`config.mk`:
```
export PLATFORM = sky130hd
export DESIGN_NAME = l2_axi_bridge
export DESIGN_NICKNAME = d
export VERILOG_FILES = /design/src/rtl/l2_axi_bridge.sv
export SDC_FILE = /design/constraint.sdc
export NUM_CORES = 1
export LEC_CHECK = 0
export BUFFER_PORTS_ARGS = -buffer_cell sky130_fd_sc_hd__buf_2
export CORE_AREA = 2 2 300 302
export CTS_CLUSTER_SIZE = 16
export DETAILED_ROUTE_END_ITERATION = 7
export DIE_AREA = 0 0 302 304
export PLACE_DENSITY = 0.46
export SLEW_MARGIN = 5
export SYNTH_ARGS = -nofsm -noshare
export SYNTH_HDL_FRONTEND = slang
export SYNTH_SLANG_ARGS = --single-unit
```
`constraint.sdc`:
```
create_clock -name clk -period 3.55 [get_ports clk]
set_input_delay 0.71 -clock clk [delete_from_list [all_inputs] [get_ports clk]]
set_output_delay 0.71 -clock clk [all_outputs]
set_load 0.005 [all_outputs]
```
`src/rtl/l2_axi_bridge.sv`:
```
// L2 memory-side bridge: turns L2 line refills, writebacks and uncached word
// accesses into single AXI4 INCR bursts, one transaction in flight at a time.
module l2_axi_bridge #(
  parameter int offset_width = 3
) (
  input  logic                          clk,
  input  logic                          rstn,
  input  logic [31:0]                   addr_l2cache_mem_r,
  input  logic [31:0]                   addr_l2cache_mem_w,
  input  logic [(32<<offset_width)-1:0] dout_l2cache_mem,
  output logic [(32<<offset_width)-1:0] din_mem_l2cache,
  input  logic                          l2cache_mem_req_r,
  input  logic                          l2cache_mem_req_w,
  input  logic                          l2cache_mem_rdy,
  input  logic                          l2cache_mem_SUC,
  input  logic [3:0]                    l2cache_mem_wstrb,
  input  logic [1:0]                    l2cache_mem_size,
  output logic                          mem_l2cache_addrOK_r,
  output logic                          mem_l2cache_addrOK_w,
  output logic                          mem_l2cache_dataOK,
  output logic [31:0]                   m_axi_araddr,
  output logic [7:0]                    m_axi_arlen,
  output logic [2:0]                    m_axi_arsize,
  output logic [1:0]                    m_axi_arburst,
  output logic                          m_axi_arvalid,
  input  logic                          m_axi_arready,
  input  logic [31:0]                   m_axi_rdata,
  input  logic                          m_axi_rvalid,
  input  logic                          m_axi_rlast,
  output logic                          m_axi_rready,
  output logic [31:0]                   m_axi_awaddr,
  output logic [7:0]                    m_axi_awlen,
  output logic [2:0]                    m_axi_awsize,
  output logic [1:0]                    m_axi_awburst,
  output logic                          m_axi_awvalid,
  input  logic                          m_axi_awready,
  output logic [31:0]                   m_axi_wdata,
  output logic [3:0]                    m_axi_wstrb,
  output logic                          m_axi_wlast,
  output logic                          m_axi_wvalid,
  input  logic                          m_axi_wready,
  input  logic                          m_axi_bvalid,
  output logic                          m_axi_bready,
  output logic [2:0]                    dbg_state
);

  localparam int LW = 32 << offset_width;
  localparam int CW = offset_width + 1;
  localparam logic [CW-1:0] FULL_LEN = CW'((1 << offset_width) - 1);
  localparam logic [31:0] OFF_MASK = 32'((1 << (offset_width + 2)) - 1);

  typedef enum logic [2:0] {IDLE, AR, R, AW, W, B, ACK} state_t;

  state_t state, state_nx;

  logic [31:0]             addr_q;
  logic [LW-1:0]           wline_q;
  logic [LW-1:0]           din_q;
  logic [3:0]              wstrb_q;
  logic [2:0]              size_q;
  logic [CW-1:0]           len_q;
  logic [CW-1:0]           cnt_q;
  logic [offset_width-1:0] idx;
  logic                    cnt_last;
  logic [31:0]             sel_addr;

  assign idx      = cnt_q[offset_width-1:0];
  assign cnt_last = (cnt_q == len_q);
  assign sel_addr = l2cache_mem_req_w ? addr_l2cache_mem_w : addr_l2cache_mem_r;

  always_ff @(posedge clk or negedge rstn) begin
    if (!rstn) state <= IDLE;
    else       state <= state_nx;
  end

  // Handshakes: a beat moves on a rising edge where valid && ready are both
  // high; valid (and its payload) stays put until that edge, and ready/valid
  // driven by this block depend only on state, never on the partner's signal.
  always_comb begin
    state_nx             = state;
    mem_l2cache_addrOK_r = 1'b0;
    mem_l2cache_addrOK_w = 1'b0;
    mem_l2cache_dataOK   = 1'b0;
    m_axi_arvalid        = 1'b0;
    m_axi_rready         = 1'b0;
    m_axi_awvalid        = 1'b0;
    m_axi_wvalid         = 1'b0;
    m_axi_wlast          = 1'b0;
    m_axi_bready         = 1'b0;
    case (state)
      IDLE: begin
        // Write wins so a writeback lands before the refill that replaces it.
        if (rstn && l2cache_mem_req_w) begin
          mem_l2cache_addrOK_w = 1'b1;
          state_nx             = AW;
        end else if (rstn && l2cache_mem_req_r) begin
          mem_l2cache_addrOK_r = 1'b1;
          state_nx             = AR;
        end
      end
      AR: begin
        m_axi_arvalid = 1'b1;
        if (m_axi_arready) state_nx = R;
      end
      R: begin
        m_axi_rready = 1'b1;
        if (m_axi_rvalid && (m_axi_rlast || cnt_last)) state_nx = ACK;
      end
      AW: begin
        m_axi_awvalid = 1'b1;
        if (m_axi_awready) state_nx = W;
      end
      W: begin
        m_axi_wvalid = 1'b1;
        m_axi_wlast  = cnt_last;
        if (m_axi_wready && cnt_last) state_nx = B;
      end
      B: begin
        m_axi_bready = 1'b1;
        if (m_axi_bvalid) state_nx = ACK;
      end
      ACK: begin
        mem_l2cache_dataOK = 1'b1;
        if (l2cache_mem_rdy) state_nx = IDLE;
      end
      default: state_nx = IDLE;
    endcase
  end

  always_ff @(posedge clk or negedge rstn) begin
    if (!rstn) begin
      addr_q  <= '0;
      wline_q <= '0;
      din_q   <= '0;
      wstrb_q <= '0;
      size_q  <= '0;
      len_q   <= '0;
      cnt_q   <= '0;
    end else begin
      case (state)
        IDLE: begin
          if (l2cache_mem_req_w || l2cache_mem_req_r) begin
            addr_q  <= l2cache_mem_SUC ? sel_addr : (sel_addr & ~OFF_MASK);
            wstrb_q <= l2cache_mem_SUC ? l2cache_mem_wstrb : 4'hF;
            size_q  <= l2cache_mem_SUC ? {1'b0, l2cache_mem_size} : 3'd2;
            len_q   <= l2cache_mem_SUC ? '0 : FULL_LEN;
            cnt_q   <= '0;
            // Clearing din on a read start zero-fills the unused words of an uncached read.
            if (l2cache_mem_req_w) wline_q <= dout_l2cache_mem;
            else                   din_q   <= '0;
          end
        end
        R: begin
          if (m_axi_rvalid) begin
            din_q[{idx, 5'b00000} +: 32] <= m_axi_rdata;
            if (!cnt_last) cnt_q <= cnt_q + 1'b1;
          end
        end
        W: begin
          if (m_axi_wready && !cnt_last) cnt_q <= cnt_q + 1'b1;
        end
        ACK: begin
          if (l2cache_mem_rdy) cnt_q <= '0;
        end
        default: ;
      endcase
    end
  end

  assign din_mem_l2cache = din_q;
  assign m_axi_araddr    = addr_q;
  assign m_axi_awaddr    = addr_q;
  assign m_axi_arlen     = {{(8-CW){1'b0}}, len_q};
  assign m_axi_awlen     = {{(8-CW){1'b0}}, len_q};
  assign m_axi_arsize    = size_q;
  assign m_axi_awsize    = size_q;
  assign m_axi_arburst   = 2'b01;
  assign m_axi_awburst   = 2'b01;
  assign m_axi_wdata     = wline_q[{idx, 5'b00000} +: 32];
  assign m_axi_wstrb     = wstrb_q;
  assign dbg_state       = state;

endmodule

```
# [Yosys cells after proc, flatten, opt, wreduce, memory -nomap -nowiden]
# Index checks and enable logic that the tools add are counted.
[word_totals] reg_bits=562 input_bits=370 output_inout_bits=394
[classes] addsub=2 n_eq_ne=19 shifts=3 muxes=37 reduce_logical=16
[ops] operator="2-to-1 mux 256 bit" n=3
[ops] operator="one-hot mux 256 bit (2 select lines)" n=1
[ops] operator="bitwise mux 256 bit" n=1
[ops] operator="variable shift 32 x 10 -> 256 bit, first input constant" n=1
[ops] operator="variable part select 256 x 9 -> 32 bit" n=1
[ops] operator="variable part select 32 x 10 -> 256 bit" n=1
[ops] operator="2-to-1 mux 32 bit" n=1
[ops] operator="2-to-1 mux 3 bit" n=9
[ops] operator="2-to-1 mux 4 bit" n=6
[ops] operator="!= test 2 bit, second input constant" n=11
[ops] operator="one-hot mux 3 bit (7 select lines)" n=1
[ops] operator="one-hot mux 4 bit (4 select lines)" n=1
[ops] operator="2-to-1 mux 1 bit" n=12
[ops] operator="negator 8 -> 10 bit" n=1
[ops] operator="== test 3 bit, second input constant" n=3
[ops] operator="AND reduction 7 bit" n=1
[ops] operator="== test 3 x 2 -> 1 bit, second input constant" n=2
[ops] operator="AND reduction 6 bit" n=1
[ops] operator="logical AND 1 bit" n=5
[ops] operator="2-to-1 mux 5 bit" n=1
[ops] operator="adder 4 x 1 -> 4 bit, second input constant" n=1
[ops] operator="== test 4 bit" n=1
[ops] operator="AND reduction 4 bit" n=1
[ops] operator="nonzero test 4 bit" n=1
[ops] operator="other kinds (9)" n=10

# [Longest topological paths before layout]
[depth] word_depth=5 depth_mapped=12 depth_no_buf=7

# [Least setup slack after synthesis]
# Ideal clock, no wire load.
[synth_timing] path_type="register to register" from="reg cnt_q[1]" to="reg din_q[130] (netlist: din_mem_l2cache[130])" t_arrival_ns=2.944 required_ns=3.484 path_slack_ns=0.540 stages_incl_launch_ff=13 n_path_buf=5 cell_sequence="dfrtp_1 > buf_2 > clkbuf_1 > clkbuf_1 > inv_1 > ha_1 > ha_1 > o21ai_1 > nor4_1 > and2_0 > clkbuf_1 > clkbuf_1 > a22o_1"
[synth_between] elab_chain_cells=5 word_cells_on_any_way=6 classes_between="1 x add/sub; 2 x shift; 3 x mux"
[synth_rtl] item="from (decl)" line="62" source="logic [CW-1:0] cnt_q;"
[synth_rtl] item="from (signal assigned)" line="156" source="if (!cnt_last) cnt_q <= cnt_q + 1'b1;"
[synth_rtl] item="from (signal assigned)" line="160" source="if (m_axi_wready && !cnt_last) cnt_q <= cnt_q + 1'b1;"
[synth_rtl] item="negator 8 -> 10 bit *" line="155" source="din_q[{idx, 5'b00000} +: 32] <= m_axi_rdata;"
[synth_rtl] item="variable part select 32 x 10 -> 256 bit / variable shift 32 x 10 -> 256 bit (equally long branches)" line="155"
[synth_rtl] item="bitwise mux 256 bit *" line="155"
[synth_rtl] item="2-to-1 mux 256 bit *" line="154" source="if (m_axi_rvalid) begin"
[synth_rtl] item="one-hot mux 256 bit (2 select lines) *" line="140" source="case (state)"
[synth_rtl] item="to (signal, indexed assignment)" line="155"
[synth_rtl] item="to (decl)" line="58" source="logic [LW-1:0] din_q;"
# Every way passes the cells marked *; elsewhere a longest branch is shown, timed or not. The select of a mux whose other input is x is not followed.
# A chain may end at the register's enable or synchronous reset.

# [Worst setup path in the final report]
[layout_timing] from="reg cnt_q[0]" to="out m_axi_wdata[7]"
[layout_between] elab_chain_cells=1
[layout_rtl] item="variable part select 256 x 9 -> 32 bit" line="179" source="assign m_axi_wdata = wline_q[{idx, 5'b00000} +: 32];"
[layout_rtl] item="to (decl)" line="37" source="output logic [31:0] m_axi_wdata,"
# No other way between the ends.

==> key figures <==
Run status
  • Outcome: completed

Logic synthesis
  • Register area share after synthesis: ~60%
  • Ranking of synthesized cells by area: dfrtp_1 59%, mux2_2 13%, a22o_1 9.6%
  • FFs w/ async S/R, synth: 100%
  • Cell taking the most area after synthesis: dfrtp_1
  • Commonest cells post-synth: 558 x dfrtp_1, 263 x mux2_2, 256 x a22o_1, 145 x nand2_1, 79 x buf_2
  • Count of unique library cells instantiated by Yosys: 53
  • Netlist Area Pre-Place: between 20000 and 25000 µm²
  • Synth Flop Type: dfrtp_1
  • Synthesis-stage register bit count: ~560
  • Count leader, synth: dfrtp_1
  • Post-synth EDFFs: 0
  • Yosys warns: 0
  • Synth top area share: between 50 and 60%
  • Mapped Cells: about 1700
  • Avg Inst Size Synth: around 14 µm²

Critical path
  • CP arrival: around 2.6 ns
  • Startpoint Class: flip-flop
  • Crit Path Category: reg2out
  • CP Data Required Time: between 2 and 3 ns
  • Reg2Reg Depth: 8
  • Crit end category: primary output
  • R2r startpoint: cnt_q[0]
  • RR Endpoint: din_mem_l2cache[157]
  • Maximum fanout along the worst path: 53
  • Worst reg-to-reg setup slack: 0.55 ns

Drt
  • Max Used Layer: met5
  • Routed wire length per instance: between 20 and 25 µm
  • First DRT Iteration DRCs: approximately 1100
  • Antenna Violating Nets Remaining: 0
  • Met2 WL: about 43 mm
  • Total vias in the final route: roughly 17000
  • Initial DRT Pass Iterations: 6
  • Via/cell ratio: 4.79
  • Metal3 WL: 7.13 mm
  • Drt total wl: ~90 mm
  • DRT met1 WL: 35.2 mm
  • # DRC: 0

CTS
  • CTS tree: built
  • H-tree depth: 3
  • CTS Buf Count: 66
  • Setup Fix Bufs, Post-CTS: 0
  • CTS Sinks: approximately 560
  • Clk Latency, worst-skew pair: around 0.6 ns
  • Worst-path clk slew: approximately 0.060 ns
  • Max clock buf depth: 3
  • CTS root buf: clkbuf_16

GRT
  • Number of global-route vias before repair: 17700
  • First-pass GRT wire length: about 130 mm
  • Initial antenna violation count: 40
  • Largest net degree at the start of global routing: about 160
  • GRT Util Overall: 18.6%
  • Global route overflow: 0

Final layout
  • Final core utilization: between 30% and 40%
  • Post-layout net count: between 2000 and 3000
  • Syn-to-layout area delta: 29.2%
  • Share of cells above drive strength 1: ~52%
  • Post-route cell area: between 30000 and 40000 µm²

Floorplanning
  • Core Box Area: around 89000 µm²
  • Ports: approximately 760
  • Std cell rows: 110
  • Die Span Y: roughly 300 µm
  • Die ar.: approximately 92000 µm²
  • Die width: 302 µm
  • Starting density of the core: a little over a quarter

Power
  • Power per cell area: about 800 nW/µm²
  • Peak supply drop: between 0.4 and 0.5 mV
  • Clock share of power: 27.5%
  • Switching Share: 33.7%
  • Sequential share of power: around 39%
  • Pleak: roughly 15 nW
  • Psw: 8.39 mW
  • Comb pwr share: roughly 34%
  • Int Pwr: ~17 mW

STA
  • Final period utilization: between 90% and 100%
  • Maximum clock rate: a little under 0.3 GHz
  • Endpoints failing setup: 0
  • Max_slew headroom: about a third
  • Final Hold Viols: 0
  • Final worst slack: 0.197 ns
  • Worst-margin pin slew: about 1 ns
  • Unrepaired setup endpoints after global routing: no
  • Pins over their slew limit: 0
  • Minimum clock period: 3.35 ns
  • Final TNS setup: 0 ns
  • Final Skew: just under 0.02 ns

Placed design
  • PortBufs: between 700 and 800
  • Dpl cell area: 28100 µm²
  • DP Wirelength: 63.9 mm
  • GPL Wtd Cong: around 0.82
  • Setup WS pre-CTS: between 0.5 and 0.6 ns

Run
  • Max cap viols: 0

Hold path
  • Hold path start: dout_l2cache_mem[248]
  • Hold depth: 2
  • Worst Hold Path EP: wline_q[248]
  • Worst hold path class: in2reg
==> final cells by class <==
| class | count | area, µm² |
|---|---|---|
| Inverter | 8 | 30.0 |
| Multi-Input combinational cell | 910 | 8470 |
| Sequential cell | 558 | 14000 |
| Clock inverter | 23 | 269 |
| Fill cell | 8892 | 58700 |
| Timing Repair Buffer | 789 | 4170 |
| Clock buffer | 94 | 1910 |
| Tap cell | 1176 | 1470 |
| Antenna cell | 11 | 27.5 |
==> how the worst max path moves through the flow <==
| stage | startpoint | end | slack [ns] | cells after the start |
|---|---|---|---|---|
| after global routing | cnt_q[0] | m_axi_wdata[7] | 0.02 | 5 |
| final | cnt_q[0] | m_axi_wdata[7] | 0.20 | 5 |
| after global placement | cnt_q[0] | din_mem_l2cache[152] | 0.71 | 8 |
| after floorplan | cnt_q[1] | din_mem_l2cache[130] | 0.54 | 12 |
| after detailed placement | cnt_q[0] | din_mem_l2cache[152] | 0.60 | 8 |
| after CTS | cnt_q[0] | m_axi_wdata[7] | 0.07 | 5 |
==> state kept, by name (all words and copies together) (netlist names) <==
register         cells
m_axi_arsize         2
len_q                1
m_axi_araddr        32
wline_q            256
m_axi_wstrb          4
cnt_q                4
dbg_state            3
din_mem_l2cache    256
==> cells in the final DEF (no fill, tap or decap), drive strengths merged, types with 2 or more instances in the layout <==
| master | netlist | layout |
|---|---|---|
| nand2 | 145 | 145 |
| nor4bb | 2 | 2 |
| or2 | 2 | 2 |
| nor2b | 8 | 8 |
| a211oi | 2 | 2 |
| a21o | 2 | 2 |
| buf | 174 | 788 |
| mux2 | 263 | 263 |
| nor2 | 13 | 13 |
| mux2i | 29 | 29 |
| dfrtp | 558 | 558 |
| a22o | 256 | 256 |
| a21oi | 6 | 6 |
| o211ai | 2 | 2 |
| bufinv | 0 | 2 |
| mux4 | 64 | 64 |
| clkinvlp | 0 | 3 |
| nand4 | 2 | 2 |
| clkinv | 1 | 13 |
| inv | 7 | 13 |
| diode | 0 | 11 |
| ha | 7 | 7 |
| and2 | 4 | 4 |
| nand3 | 4 | 4 |
| or3b | 2 | 2 |
| and3 | 4 | 4 |
| conb | 2 | 16 |
| nor3b | 3 | 3 |
| nor3 | 7 | 7 |
| clkbuf | 34 | 94 |
| o21ai | 51 | 51 |
==> worst max-delay path: stages, from the launching register on <==
cell	delay [ns]
dfrtp_4	0.51
buf_12	0.37
mux4_2	0.66
nand2_1	0.19
nand2_1	0.08
buf_2	0.13
==> repair_timing <==
action                                 CTS  global route
endpoints found under the hold margin   27             0
hold buffers                             1             0
resized for setup                        0             0
==> through the flow <==
step | hold slack (ns) | power, mW | cells
after floorplan | 0.414 | 14.9 | 1684
after global placement | 0.464 | 18.2 | 3440
after detailed placement | 0.469 | 18.4 | 3440
after CTS | 0.272 | 25.4 | 3558
after global routing | 0.286 | 26.4 | 3562
final | 0.331 | 24.9 | 3569
==> power by group through the flow <==
stage          sequential [mW]  combinational (mW)  clock (mW)
2_1_floorplan             9.21                5.66           0
3_3_place_gp              9.64                8.55           0
3_5_place_dp              9.72                8.65           0
4_1_cts                   9.63                8.67        7.09
5_1_grt                   9.83                9.20        7.35
6_report                  9.59                8.46        6.85
==> routing by layer <==
layer,GRT usage [%],vias to the layer above
met5,0,-
met4,4.74,44
met3,5.52,162
met2,31.4,744
met1,23.2,8745
li1,-,7383
==> logic make-up (layout without fill, tap and decap cells) <==
logic type                 after synthesis  in the layout  synth area share [%]
AOI/OAI and AO/OA                      326            326                  11.4
adders and majority gates                7              7                 0.373
DFF                                    558            558                  59.5
xor gates and xnor gates                 1              1                0.0373
other                                    2             27                0.0320
muxes                                  356            356                  20.0
buffers and inverters                  216            914                  4.79
and+or+nand+nor                        204            204                  3.88
No activity file was read; power rests on OpenSTA's default activity.
